==> src/rtl/avst_pkt_gen_pkg.sv <==
// rtl/avst_pkt_gen_pkg.sv - FSM state type and field widths for the packet generator
package avst_pkt_gen_pkg;

  localparam int LEN_W  = 16;
  localparam int CNT_W  = 16;
  localparam int GAP_W  = 8;
  localparam int STAT_W = 32;

  typedef enum logic [1:0] {
    IDLE = 2'd0,
    SEND = 2'd1,
    GAP  = 2'd2
  } state_e;

endpackage

==> src/rtl/generic_func_pack.sv <==
// rtl/generic_func_pack.sv - shared elaboration-time math helpers
package generic_func_pack;

  function automatic int log2(input int value);
    int r;
    r = 0;
    while ((1 << r) < value) r++;
    return r;
  endfunction

  function automatic bit is_pow2(input int value);
    return (value > 0) && ((value & (value - 1)) == 0);
  endfunction

endpackage

==> src/rtl/avst_pkt_gen_if.sv <==
// rtl/avst_pkt_gen_if.sv - Avalon-ST style stream interface (avalon_st_if)
interface avalon_st_if #(
  parameter int DATA_WIDTH = 32
);
  import generic_func_pack::*;

  localparam int BYTES   = DATA_WIDTH / 8;
  localparam int EMPTY_W = (BYTES > 1) ? log2(BYTES) : 1;

  logic [DATA_WIDTH-1:0] data;
  logic [EMPTY_W-1:0]    empty;
  logic                  sop;
  logic                  eop;
  logic                  vld;
  logic                  rdy;

  modport master (output data, empty, sop, eop, vld, input rdy);
  modport slave  (input data, empty, sop, eop, vld, output rdy);

endinterface

==> src/rtl/avst_beat_fmt.sv <==
// rtl/avst_beat_fmt.sv - combinational beat builder: byte k of packet p is (p+k) mod 256, byte 0 in MSBs
module avst_beat_fmt
  import avst_pkt_gen_pkg::*;
#(
  parameter int BYTES   = 4,
  parameter int EMPTY_W = 2
) (
  input  logic                 vld_i,
  input  logic [CNT_W-1:0]     pkt_idx_i,
  input  logic [LEN_W-1:0]     byte_off_i,
  input  logic [LEN_W-1:0]     rem_len_i,
  output logic [8*BYTES-1:0]   data_o,
  output logic [EMPTY_W-1:0]   empty_o
);

  always_comb begin
    data_o  = '0;
    empty_o = '0;
    if (vld_i) begin
      for (int i = 0; i < BYTES; i++) begin
        if (LEN_W'(i) < rem_len_i) begin
          data_o[8*(BYTES-1-i) +: 8] = 8'(pkt_idx_i + byte_off_i + LEN_W'(i));
        end
      end
      if (rem_len_i < LEN_W'(BYTES)) begin
        empty_o = EMPTY_W'(LEN_W'(BYTES) - rem_len_i);
      end
    end
  end

endmodule

==> src/rtl/avst_pkt_gen.sv <==
// rtl/avst_pkt_gen.sv - burst packet generator on avalon_st_if; AVST_PKT_GEN_STATS_EN adds beat/stall counters
module avst_pkt_gen
  import avst_pkt_gen_pkg::*;
#(
  parameter int MAX_PKT_BYTES = 2048
) (
  input  logic               clk_i,
  input  logic               rst_i,
  input  logic               start_i,
  input  logic [LEN_W-1:0]   pkt_len_i,
  input  logic [CNT_W-1:0]   num_pkts_i,
  input  logic [GAP_W-1:0]   gap_cycles_i,
  avalon_st_if.master        tx,
  output logic               busy_o,
  output logic               done_o,
  output logic [CNT_W-1:0]   pkt_cnt_o
`ifdef AVST_PKT_GEN_STATS_EN
  ,
  output logic [STAT_W-1:0]  beat_cnt_o,
  output logic [STAT_W-1:0]  stall_cnt_o
`endif
);

  localparam int DW      = $bits(tx.data);
  localparam int BYTES   = DW / 8;
  localparam int EMPTY_W = $bits(tx.empty);

  if ((DW % 8) != 0) begin : g_dw_check
    $error("avst_pkt_gen: tx data width %0d is not a multiple of 8", DW);
  end

  state_e             state_q, state_d;
  logic [LEN_W-1:0]   len_q, len_d, off_q, off_d;
  logic [CNT_W-1:0]   num_q, num_d, idx_q, idx_d, pkt_cnt_q, pkt_cnt_d;
  logic [GAP_W-1:0]   gap_q, gap_d, gap_cnt_q, gap_cnt_d;
  logic               done_q, done_d;

  logic               vld, xfer, last_beat, accept;
  logic [LEN_W-1:0]   rem_len, req_len;

  assign vld       = (state_q == SEND);
  assign rem_len   = len_q - off_q;
  assign last_beat = (rem_len <= LEN_W'(BYTES));
  assign xfer      = vld && tx.rdy;
  assign accept    = (state_q == IDLE) && start_i;
  assign req_len   = (pkt_len_i > LEN_W'(MAX_PKT_BYTES)) ? LEN_W'(MAX_PKT_BYTES) : pkt_len_i;

  always_comb begin
    state_d   = state_q;
    len_d     = len_q;
    off_d     = off_q;
    num_d     = num_q;
    idx_d     = idx_q;
    pkt_cnt_d = pkt_cnt_q;
    gap_d     = gap_q;
    gap_cnt_d = gap_cnt_q;
    done_d    = 1'b0;
    case (state_q)
      IDLE: begin
        if (accept) begin
          len_d     = req_len;
          num_d     = num_pkts_i;
          gap_d     = gap_cycles_i;
          idx_d     = '0;
          off_d     = '0;
          pkt_cnt_d = '0;
          // An empty burst completes immediately without entering SEND.
          if ((req_len == '0) || (num_pkts_i == '0)) done_d = 1'b1;
          else state_d = SEND;
        end
      end
      SEND: begin
        if (xfer) begin
          if (last_beat) begin
            pkt_cnt_d = pkt_cnt_q + CNT_W'(1);
            idx_d     = idx_q + CNT_W'(1);
            off_d     = '0;
            if (idx_q == num_q - CNT_W'(1)) begin
              state_d = IDLE;
              done_d  = 1'b1;
            end else if (gap_q != '0) begin
              state_d   = GAP;
              gap_cnt_d = gap_q;
            end
          end else begin
            off_d = off_q + LEN_W'(BYTES);
          end
        end
      end
      GAP: begin
        gap_cnt_d = gap_cnt_q - GAP_W'(1);
        if (gap_cnt_q == GAP_W'(1)) state_d = SEND;
      end
      default: state_d = IDLE;
    endcase
  end

  always_ff @(posedge clk_i) begin
    if (rst_i) begin
      state_q   <= IDLE;
      len_q     <= '0;
      off_q     <= '0;
      num_q     <= '0;
      idx_q     <= '0;
      pkt_cnt_q <= '0;
      gap_q     <= '0;
      gap_cnt_q <= '0;
      done_q    <= 1'b0;
    end else begin
      state_q   <= state_d;
      len_q     <= len_d;
      off_q     <= off_d;
      num_q     <= num_d;
      idx_q     <= idx_d;
      pkt_cnt_q <= pkt_cnt_d;
      gap_q     <= gap_d;
      gap_cnt_q <= gap_cnt_d;
      done_q    <= done_d;
    end
  end

  avst_beat_fmt #(
    .BYTES   (BYTES),
    .EMPTY_W (EMPTY_W)
  ) u_fmt (
    .vld_i      (vld),
    .pkt_idx_i  (idx_q),
    .byte_off_i (off_q),
    .rem_len_i  (rem_len),
    .data_o     (tx.data),
    .empty_o    (tx.empty)
  );

  // Outputs derive only from registers, so they hold while rdy is low.
  assign tx.vld    = vld;
  assign tx.sop    = vld && (off_q == '0);
  assign tx.eop    = vld && last_beat;
  assign busy_o    = (state_q != IDLE);
  assign done_o    = done_q;
  assign pkt_cnt_o = pkt_cnt_q;

`ifdef AVST_PKT_GEN_STATS_EN
  logic [STAT_W-1:0] beat_cnt_q, beat_cnt_d, stall_cnt_q, stall_cnt_d;

  always_comb begin
    beat_cnt_d  = beat_cnt_q;
    stall_cnt_d = stall_cnt_q;
    if (accept) begin
      beat_cnt_d  = '0;
      stall_cnt_d = '0;
    end else begin
      if (xfer && (beat_cnt_q != '1)) beat_cnt_d = beat_cnt_q + STAT_W'(1);
      if (vld && !tx.rdy && (stall_cnt_q != '1)) stall_cnt_d = stall_cnt_q + STAT_W'(1);
    end
  end

  always_ff @(posedge clk_i) begin
    if (rst_i) begin
      beat_cnt_q  <= '0;
      stall_cnt_q <= '0;
    end else begin
      beat_cnt_q  <= beat_cnt_d;
      stall_cnt_q <= stall_cnt_d;
    end
  end

  assign beat_cnt_o  = beat_cnt_q;
  assign stall_cnt_o = stall_cnt_q;
`endif

endmodule

==> src/flat_wrapper.sv <==
// flat-port wrapper written by rule: the top's interface ports become plain ports
module avst_pkt_gen_flat import avst_pkt_gen_pkg::*;
#(
  parameter int MAX_PKT_BYTES = 2048
)
  (clk_i, rst_i, start_i, pkt_len_i, num_pkts_i, gap_cycles_i, busy_o, done_o, pkt_cnt_o, tx_data, tx_empty, tx_sop, tx_eop, tx_vld, tx_rdy);
  avalon_st_if #(.DATA_WIDTH(32)) tx_i ();
  input  logic clk_i;
  input  logic rst_i;
  input  logic start_i;
  input  logic [LEN_W-1:0] pkt_len_i;
  input  logic [CNT_W-1:0] num_pkts_i;
  input  logic [GAP_W-1:0] gap_cycles_i;
  output logic busy_o;
  output logic done_o;
  output logic [CNT_W-1:0] pkt_cnt_o;
  output wire logic [$bits(tx_i.data)-1:0] tx_data;
  output wire logic [$bits(tx_i.empty)-1:0] tx_empty;
  output wire logic [$bits(tx_i.sop)-1:0] tx_sop;
  output wire logic [$bits(tx_i.eop)-1:0] tx_eop;
  output wire logic [$bits(tx_i.vld)-1:0] tx_vld;
  input wire logic [$bits(tx_i.rdy)-1:0] tx_rdy;
  assign tx_data = tx_i.data;
  assign tx_empty = tx_i.empty;
  assign tx_sop = tx_i.sop;
  assign tx_eop = tx_i.eop;
  assign tx_vld = tx_i.vld;
  assign tx_i.rdy = tx_rdy;
  avst_pkt_gen #(.MAX_PKT_BYTES(MAX_PKT_BYTES)) u_core (.clk_i(clk_i), .rst_i(rst_i), .start_i(start_i), .pkt_len_i(pkt_len_i), .num_pkts_i(num_pkts_i), .gap_cycles_i(gap_cycles_i), .tx(tx_i), .busy_o(busy_o), .done_o(done_o), .pkt_cnt_o(pkt_cnt_o));
endmodule
==> config.mk <==
export PLATFORM = sky130hd
export DESIGN_NAME = avst_pkt_gen_flat
export DESIGN_NICKNAME = d
export VERILOG_FILES = /design/src/rtl/avst_pkt_gen_pkg.sv /design/src/rtl/generic_func_pack.sv /design/src/rtl/avst_pkt_gen_if.sv /design/src/rtl/avst_beat_fmt.sv /design/src/rtl/avst_pkt_gen.sv /design/src/flat_wrapper.sv
export SDC_FILE = /design/constraint.sdc
export NUM_CORES = 1
export LEC_CHECK = 0
export ABC_AREA = 0
export ABC_CLOCK_PERIOD_IN_PS = 6200
export CORE_MARGIN = 2
export CORE_UTILIZATION = 55
export CTS_CLUSTER_DIAMETER = 200
export DETAILED_ROUTE_END_ITERATION = 10
export DONT_BUFFER_PORTS = 1
export PLACE_DENSITY = 0.81
export SLEW_MARGIN = 40
export SYNTH_ARGS = -nofsm -noshare
export SYNTH_HDL_FRONTEND = slang
export SYNTH_SLANG_ARGS = --single-unit
==> constraint.sdc <==
create_clock -name clk_i -period 6.2 [get_ports clk_i]
set_clock_uncertainty 0.05 [all_clocks]
set_input_delay 0.31 -clock clk_i [delete_from_list [all_inputs] [get_ports clk_i]]
set_output_delay 0.31 -clock clk_i [all_outputs]
set_load 0.05 [all_outputs]
# Word level (Yosys, flattened, before mapping)
# Index checks and enable logic that the tools add are counted.
classes:
  add_sub_neg: 11
  n_shift: 0
  reduce_logical: 18
  n_bitwise: 0
  n_lt_le_gt_ge: 7
  eq_ne: 12
  mul: 0
  muxes: 37
  div_mod_pow: 0
op_table:
  columns: ["op", "count"]
  rows:
  - ["$mux 16", 8]
  - ["$pmux 16 s2", 3]
  - ["$mux 8", 8]
  - ["$logic_not 16->1", 3]
  - ["$add 16x1->16 const B", 2]
  - ["$lt 1x16->1 const A", 2]
  - ["$lt 2x16->1 const A", 2]
  - ["$mux 32", 1]
  - ["$mux 2", 9]
  - ["$add 16x3->16 const B", 1]
  - ["$add 8x2->8 const B", 2]
  - ["$eq 16x16->1", 1]
  - ["$gt 16x12->1 const B", 1]
  - ["$le 16x3->1 const B", 1]
  - ["$lt 16x3->1 const B", 1]
  - ["$pmux 8 s2", 1]
  - ["$sub 16x1->16 const B", 1]
  - ["$sub 16x16->16", 1]
  - ["$ne 2x2->1 const B", 5]
  - ["$add 8x1->8 const B", 1]
  - ["$add 8x8->8", 1]
  - ["$eq 8x1->1 const B", 1]
  - ["$reduce_bool 8->1", 1]
  - ["$sub 8x1->8 const B", 1]
  - ["17 further kinds", 27]
word_totals:
  ramBits: 0
  latchBits: 0
  mem_bits_ro: 0
  in_bits: 44
  n_memories: 0
  reg_bits: 99
  elab_cells: 94

# Depth between registers and ports, before layout
# Gate-level depths: netlist (run 1).
logic_depth:
  word_depth: 7
  depth_mapped: 14
  ltp_nobuf: 11

# Cells and area by module
# From an unflattened synthesis (run 1), not the netlist that was laid out.
unflattened:
  hier_cells: 876
  area_unflattened_um2: 6829.0
modules_own_cells:
  columns: ["module", "instances", "cells_per_inst", "area_each_um2"]
  rows:
  - ["avst_pkt_gen", 1, 724, 5779.3]
  - ["avst_beat_fmt", 1, 152, 1049.8]

# Worst setup path after synthesis (run 1)
# Ideal clock, no wire load.
synth_path:
  path_kind: "flip-flop to output port"
  start: "register u_core.off_q[6]"
  end: "output tx_empty[0]"
  path_stages_with_launch: 12
  setup_slack_ps: 2255
  arrival_ps: 3585
  n_path_buf: 1
  path_cell_list: "dfxtp_1 inv_1 ha_1 buf_6 or2_1 a211oi_1 a31oi_1 or4_4 a2111oi_4 o211a_1 o211ai_1 nor3_1"
synth_between:
  elab_chain_len: 4
synth_lines:
  columns: ["item", "line_no", "source"]
  rows:
  - ["start, declared", "avst_pkt_gen.sv:33", "logic [LEN_W-1:0] len_q, len_d, off_q, off_d;"]
  - ["start signal, assigned", "avst_pkt_gen.sv:102", "off_q <= '0;"]
  - ["start signal, assigned", "avst_pkt_gen.sv:112", "off_q <= off_d;"]
  - ["$sub 16x16->16", "avst_pkt_gen.sv:42", "assign rem_len = len_q - off_q;"]
  - ["$lt 16x3->1", "avst_beat_fmt.sv:25", "if (rem_len_i < LEN_W'(BYTES)) begin"]
  - ["$mux 2", "avst_beat_fmt.sv:25", null]
  - ["$mux 2", "avst_beat_fmt.sv:19", "if (vld_i) begin"]
  - ["end, declared", "flat_wrapper.sv:18", "output wire logic [$bits(tx_i.empty)-1:0] tx_empty;"]
# Every way passes these cells.

# Worst setup path after layout (run 1)
layout_path:
  start: "register u_core.off_q[8]"
  end: "output tx_data[6]"
layout_between:
  elab_chain_len: 4
layout_lines:
  columns: ["item", "line_no", "source"]
  rows:
  - ["$sub 16x16->16", "avst_pkt_gen.sv:42", null]
  - ["$lt 2x16->1", "avst_beat_fmt.sv:21", "if (LEN_W'(i) < rem_len_i) begin"]
  - ["$mux 8", "avst_beat_fmt.sv:21", null]
  - ["$mux 32", "avst_beat_fmt.sv:19", null]
  - ["end, declared", "flat_wrapper.sv:17", "output wire logic [$bits(tx_i.data)-1:0] tx_data;"]
# Every way passes these cells.

==> results.md, run 1 <==
- Hold Crit Class: input port to flip-flop
- EDFF count, synth: 0
- Fmax: about 220 MHz
- Row cnt: 40
- Worst Hold End: u_core.state_q[1]
- DP HPWL: 12.1 mm
- PwrDens: ~340 nW/um^2
- Data arrival, critical path: around 4.2 ns
- Placeable Area: 11900 um^2
- Dpl cell area: roughly 6700 um^2
- Clock sinks: between 90 and 100
- Final setup vio count: 0
- Buffers added on ports: 0
- Sw Share: 0.439
- Total CTS buffers: 9
- R2R Path Start: u_core.off_q[8]
- GP Congestion: around 0.88
- Pin count of the biggest net entering global routing: between 50 and 60
- Die height: 114 um
- Tcrit/Tclk final: 0.740
- Final Hold Viols: 0
- Top Layer Used: met4
- Met3 wire length: about 950 um
- Initial Util: 0.558
- Layout cells sized above 1: 0.0607
- Syn Inst Count: 874
- HP Start: rst_i
- RSZ-0062 raised after global routing: no
- DR DRC count: 0
- Ports: between 90 and 100
- Worst hold slack: roughly 0.0038 ns
- Register area share after synthesis: 0.294
- Worst Slack Setup Final: about 1.6 ns
- Area contributors post-synth: dfxtp_1, ha_1, nor2_1, a21oi_1, xnor2_1
- Max FO, Critical Path: 8
- Drt initial violations: 430
- Sequential power share: 0.312
- CTS-repair resized insts: 0
- CTS tree: built
- Pre-CTS WS: approximately 2.1 ns
- Switching power: approximately 0.0011 W
- Critical path capture point type: output pin
- Worst-Margin Slew: roughly 0.90 ns
- Worst Setup Start Kind: flip-flop
- First drt pass iteration count: 7
- Global Route Usage Sum: 0.254
- Largest area contributor in the netlist: dfxtp_1
- Clock power share: 0.242
- Clk pin slew, worst setup/hold paths: approximately 0.07 ns
- H-tree depth: 3
- Rel. slew slack: 0.394
- Register-to-Register Path Depth: 13
- Vias: about 6300
- CP required: between 5 and 6 ns
- DR vias/cell: between 6 and 7
- Final instance area: slightly above 7000 um^2
- Crit Reg-Reg Endpoint: u_core.pkt_cnt_o[12]
- Vias in the first global route: ~5600
- Area growth from synthesis to layout: 7.32%
- Mapped Nets: around 960
- Max cap viols: 0
- WL met1: between 7 and 8 mm
- Share of the synthesized area in the top cell type: 0.294
- Bufs on Longest Clock Path: 2
- Cell count of the worst hold path: 1
- Leak: about 2.6 nW
- Avg Cell Area, Syn: approximately 7.6 um^2
- Diodes inserted: 0
- Synth Register Bits: 97
- Setup tns final: 0 ns
- Outcome: completed
- Drt wl/cell: roughly 16 um
- Worst setup path category: flip-flop to output pin
- Worst skew pair latency: roughly 0.35 ns
- Number of synthesis warnings: 0
- Synth async-reset ratio: 0
- WL met2: roughly 8.1 mm
- DRT Wirelength: 16.6 mm
- Combinational share of power: 0.446
- DIE AREA: ~13000 um^2
- First-pass GRT wire length: about 27 mm
- Die X: roughly 110 um
- Gr ovfl total: 0
- Slew Viols, Final: 0
- Mapped Area: about 6600 um^2
- Clk root buf: clkbuf_16
- Initial antenna violation count: 0
- Internal power: 0.00134 W
- Most common flop cell mapped by yosys: dfxtp_1
- Period minus WS final: roughly 4.6 ns
- Final ANT Viol Nets: 0
- Worst IR Drop VDD: about 0.23 mV
- Worst R2R Setup Slack: between 2 and 2.5 ns
- Post-synth cell types: 62
- Fin nets: around 930
worst max-delay path by stage:
| stage | cells after the start | slack [ns] | to | startpoint |
|---|---|---|---|---|
| 4_1_cts | 11 | 1.73 | tx_data[31] | u_core.off_q[6] |
| 5_1_grt | 11 | 1.35 | tx_data[6] | u_core.off_q[8] |
| 3_3_place_gp | 11 | 2.19 | tx_data[28] | u_core.off_q[2] |
| 3_5_place_dp | 11 | 2.12 | tx_data[31] | u_core.off_q[6] |
| 6_report | 11 | 1.61 | tx_data[6] | u_core.off_q[8] |
| 2_1_floorplan | 11 | 2.25 | tx_empty[0] | u_core.off_q[6] |
state kept, by name, summed over array words and instances (netlist names):
signal / flops
u_core.off_q: 14
u_core.gap_cnt_q: 8
u_core.idx_q: 16
u_core.done_o: 1
u_core.state_q: 2
u_core.num_q: 16
u_core.gap_q: 8
u_core.pkt_cnt_o: 16
u_core.len_q: 16
power groups by stage:
stage	sequential, W	combinational (W)	clock (W)
2_1_floorplan	0.000735	0.000855	0
3_3_place_gp	0.000759	0.00100	0
3_5_place_dp	0.000761	0.00103	0
4_1_cts	0.000747	0.00105	0.000590
5_1_grt	0.000758	0.00117	0.000617
6_report	0.000749	0.00107	0.000581
timing repair:
action / 4_1_cts / 5_1_grt
buffers inserted: 0 / 0
hold buffers: 2 / 0
hold endpoints to repair: 55 / 0
cells by family after synthesis:
logic type               after synthesis  synth area share
adder cells (fa/ha/maj)               38            0.0719
buffers and inverters                 89            0.0531
multiplexers                          11            0.0168
XOR/XNOR                              56            0.0741
AND/OR/NAND/NOR                      377             0.286
AO/OA/AOI/OAI                        204             0.203
flip-flops                            97             0.294
other                                  2           0.00114
metal layers:
layer / track usage / vias to the layer above
met5: 0 / -
met4: 0.0715 / 0
met3: 0.0393 / 20
met2: 0.432 / 205
met1: 0.336 / 3006
li1: - / 3114
placed cells by master, fill, tap and decap left out, types with 13 or more instances in the layout:
cell       n
dfxtp_1   97
nand2_1   87
nor2_1    85
a21oi_1   70
inv_1     44
nor3_1    39
xnor2_1   38
ha_1      38
nand3_1   31
o21ai_0   22
or3_1     18
xor2_1    18
nand4_1   17
a211oi_1  16
nor4_1    14
or4_1     14
o21a_1    13
and3_1    13
o31ai_1   13
through the flow:
step / util / total power, W / std cells
floorplan: - / 0.00159 / 874
global placement: 0.564 / 0.00176 / 984
detailed placement: 0.567 / 0.00180 / 986
CTS: 0.596 / 0.00239 / 1004
global route: 0.599 / 0.00255 / 1004
finish: 0.599 / 0.00240 / 1004
worst max-delay path: stages (launching register included):
cell and delay [ns]:
dfxtp_1 0.37, inv_1 0.08, ha_1 0.41, a21oi_1 0.23, o21ai_0 0.18, a211oi_1 0.43
and3b_1 0.24, o211a_1 0.23, o211a_1 0.33, o211ai_1 0.26, nand2_1 0.34, nor2_1 0.77
cell type report:
cell class              count  area [um^2]
well taps                 147          184
inverters                  45          169
clock buffers              11          243
flip-flops and latches     97         1940
multi-input cells         688         4380
clock inverters             5         62.6
fillers                  1083         4760
repair buffers             11          120
cells in the mapped netlist, types with 3 or more instances:
| master | n |
|---|---|
| a211oi_1 | 16 |
| a21o_1 | 4 |
| a21oi_1 | 71 |
| a221oi_1 | 6 |
| a22oi_1 | 10 |
| a31oi_1 | 6 |
| a41oi_1 | 3 |
| and2_1 | 11 |
| and3_1 | 13 |
| and4_1 | 4 |
| clkbuf_1 | 38 |
| dfxtp_1 | 97 |
| ha_1 | 38 |
| inv_1 | 44 |
| mux2i_1 | 10 |
| nand2_1 | 87 |
| nand2b_1 | 8 |
| nand3_1 | 31 |
| nand4_1 | 17 |
| nand4b_1 | 3 |
| nor2_1 | 97 |
| nor2b_1 | 5 |
| nor3_1 | 39 |
| nor4_1 | 15 |
| nor4b_1 | 3 |
| o211a_1 | 4 |
| o211ai_1 | 6 |
| o21a_1 | 13 |
| o21ai_0 | 22 |
| o21ai_1 | 4 |
| o22ai_1 | 4 |
| o31ai_1 | 13 |
| o32ai_1 | 6 |
| or2_2 | 3 |
| or3_1 | 18 |
| or4_1 | 14 |
| xnor2_1 | 38 |
| xor2_1 | 18 |
No activity file was read; power rests on OpenSTA's default activity.
==> run 2, diff against run 1 <==
ABC_CLOCK_PERIOD_IN_PS = 4200   (was 6200)
PLACE_DENSITY = 0.84   (was 0.81)
clock period = 4.2 ns   (was 6.2 ns; I/O delays follow)
==> run 2 against run 1 <==
Setup slack worse by 1.5 ns. Clock-buffer cell count is 1 higher. Utilization up 5.2 points.
==> results.md, run 2 (same netlist as run 1, synthesis figures left out) <==
- DR DRC count: 0 (unchanged)
- Bufs on Longest Clock Path: 2 (unchanged)
- Gr ovfl total: 0 (unchanged)
- Buffers added on ports: 0 (unchanged)
- GP Congestion: 0.944 (+7.7%)
- Fin nets: 1007 (+7.8%)
- Final setup vio count: 0 (unchanged)
- DIE AREA: 12900 um^2 (unchanged)
- HP Start: pkt_len_i[8]
- Worst-Margin Slew: 0.745 ns (-0.160 ns)
- Die height: 114 um (unchanged)
- Clk root buf: clkbuf_16
- Tcrit/Tclk final: 0.963
- DR vias/cell: 6.24 (-1.2%)
- Critical path capture point type: output pin
- Slew Viols, Final: 0 (unchanged)
- Worst skew pair latency: 0.35 ns (about the same)
- CTS tree: built
- First-pass GRT wire length: 29.8 mm (+11%)
- Most common cell after layout, fill and taps aside: dfxtp_1
- Register-to-Register Path Depth: 11 (-2)
- CP required: 3.94 ns (-1.90 ns)
- R2R Path Start: u_core.off_q[6]
- Max cap viols: 0 (unchanged)
- Finished Layout Cells: 1075 (+7.1%)
- Vias in the first global route: 6238 (+12%)
- Placeable Area: 11900 um^2 (unchanged)
- First drt pass iteration count: 7 (unchanged)
- Pin count of the biggest net entering global routing: 67 (+20%)
- Initial Util: 0.558 (unchanged)
- Area growth from synthesis to layout: 16.6%
- Final Hold Viols: 0 (unchanged)
- Most frequent cells in the layout: dfxtp_1, nor2_1, nand2_1
- PwrDens: 472 nW/um^2 (+40%)
- Row cnt: 40 (unchanged)
- Clock sinks: 97 (unchanged)
- Diodes inserted: 0 (unchanged)
- Worst Setup Start Kind: flip-flop
- Placed insts: 1022 (+3.7%)
- Max FO, Critical Path: 9 (+1)
- Cell count of the worst hold path: 2 (+1)
- Setup tns final: 0 ns (unchanged)
- Drt wl/cell: 16.9 um (+2.8%)
- Fmax: ~250 MHz
- Global Route Usage Sum: 0.283 (+0.0286)
- Layout cells sized above 1: 0.0884 (+0.0277)
- Clk pin slew, worst setup/hold paths: 0.07 ns (about the same)
- Crit Reg-Reg Endpoint: u_core.gap_cnt_q[4]
- Worst Hold End: u_core.len_q[8]
- Drt initial violations: 465 (+8.1%)
- Initial antenna violation count: 0 (unchanged)
- H-tree depth: 3 (unchanged)
- Hold Crit Class: input port to flip-flop
- Vias: 6709 (+5.7%)
- Worst R2R Setup Slack: 0.25 ns (-1.84 ns)
- Period minus WS final: 4.04 ns
- Die X: 114 um (unchanged)
- Outcome: completed
- Data arrival, critical path: 3.78 ns (-0.45 ns)
- Rel. slew slack: 0.500 (+0.105)
- Worst setup path category: flip-flop to output pin
- Final ANT Viol Nets: 0 (unchanged)
- Worst IR Drop VDD: 0.317 mV (+40%)
- RSZ-0062 raised after global routing: no
- Leak: 2.92 nW (+14%)
- DRT Wirelength: 18.2 mm (+10%)
- DP HPWL: 12.4 mm (+2.7%)
- Total CTS buffers: 9 (unchanged)
- Ports: 99 (unchanged)
[run 2: changes by cell type in the layout (fill, tap and decap cells not counted), sizes merged]
| cell | before | now |
|---|---|---|
| buf | 10 | 49 |
| clkinv | 2 | 1 |
| clkbuf | 11 | 12 |
| dlygate4sd3 | 1 | 35 |
| inv | 45 | 44 |
| clkinvlp | 2 | 1 |
[run 2: repair_timing]
item                                   4_1_cts  5_1_grt
gates resized for setup                      2        3
setup buffers                                2        1
endpoints found under the hold margin       66        0
setup endpoints to repair                   16       34
hold buffers                                36        0
pin swaps                                    2        0
[run 2: worst max-delay path by stage]
stage                     from          end  cells past startpoint
2_1_floorplan  u_core.off_q[6]  tx_empty[0]                     11
3_3_place_gp   u_core.off_q[6]  tx_data[20]                     12
3_5_place_dp   u_core.off_q[6]  tx_data[21]                     12
4_1_cts        u_core.off_q[6]   tx_data[9]                     13
5_1_grt        u_core.off_q[7]  tx_data[13]                     14
6_report       u_core.off_q[6]  tx_data[31]                     14
[run 2: report_power, final]
group	switching, W	internal (W)
Clock	0.000351	0.000504
Sequential	0.000108	0.000999
Combinational	0.00109	0.000586
Total	0.00155	0.00209
[run 2: critical path, stage by stage, from the launching register on]
cell and delay (ns):
dfxtp_1 0.31, inv_1 0.14, ha_2 0.36, or2_1 0.25, a211oi_1 0.32, a31oi_1 0.08
or4_4 0.44, a2111oi_4 0.43, o211a_4 0.28, o211ai_1 0.09, buf_4 0.19, o21ai_2 0.13
buf_4 0.16, nor2_1 0.05, buf_4 0.19
[run 2: cell type report]
class | count | area [um^2]
flip-flops and latches | 97 | 1940
fillers | 972 | 4150
repair buffers | 84 | 751
clock inverters | 2 | 37.5
inverters | 45 | 169
multi-input cells | 688 | 4360
well taps | 147 | 184
clock buffers | 12 | 267
[run 2: metal layers]
metal / track usage / share of wire / up-vias
li1: - / - / 3261
met1: 0.364 / 0.43 / 3144
met2: 0.480 / 0.48 / 262
met3: 0.0425 / 0.065 / 42
met4: 0.107 / 0.028 / 0
met5: 0 / 0 / -
[run 2: metrics by stage]
| step | setup slack [ns] | cell area [um^2] | hold WS (ns) | util | power (W) |
|---|---|---|---|---|---|
| after floorplan | 0.355 | 6620 | 0.296 | - | 0.00235 |
| after global placement | 0.435 | 6990 | 0.240 | 0.589 | 0.00268 |
| after detailed placement | 0.338 | 6990 | 0.242 | 0.589 | 0.00270 |
| after CTS | 0.00758 | 7690 | 0.000936 | 0.648 | 0.00361 |
| after global routing | 0.0120 | 7710 | 0.00537 | 0.650 | 0.00386 |
| final | 0.156 | 7710 | 0.00610 | 0.650 | 0.00364 |
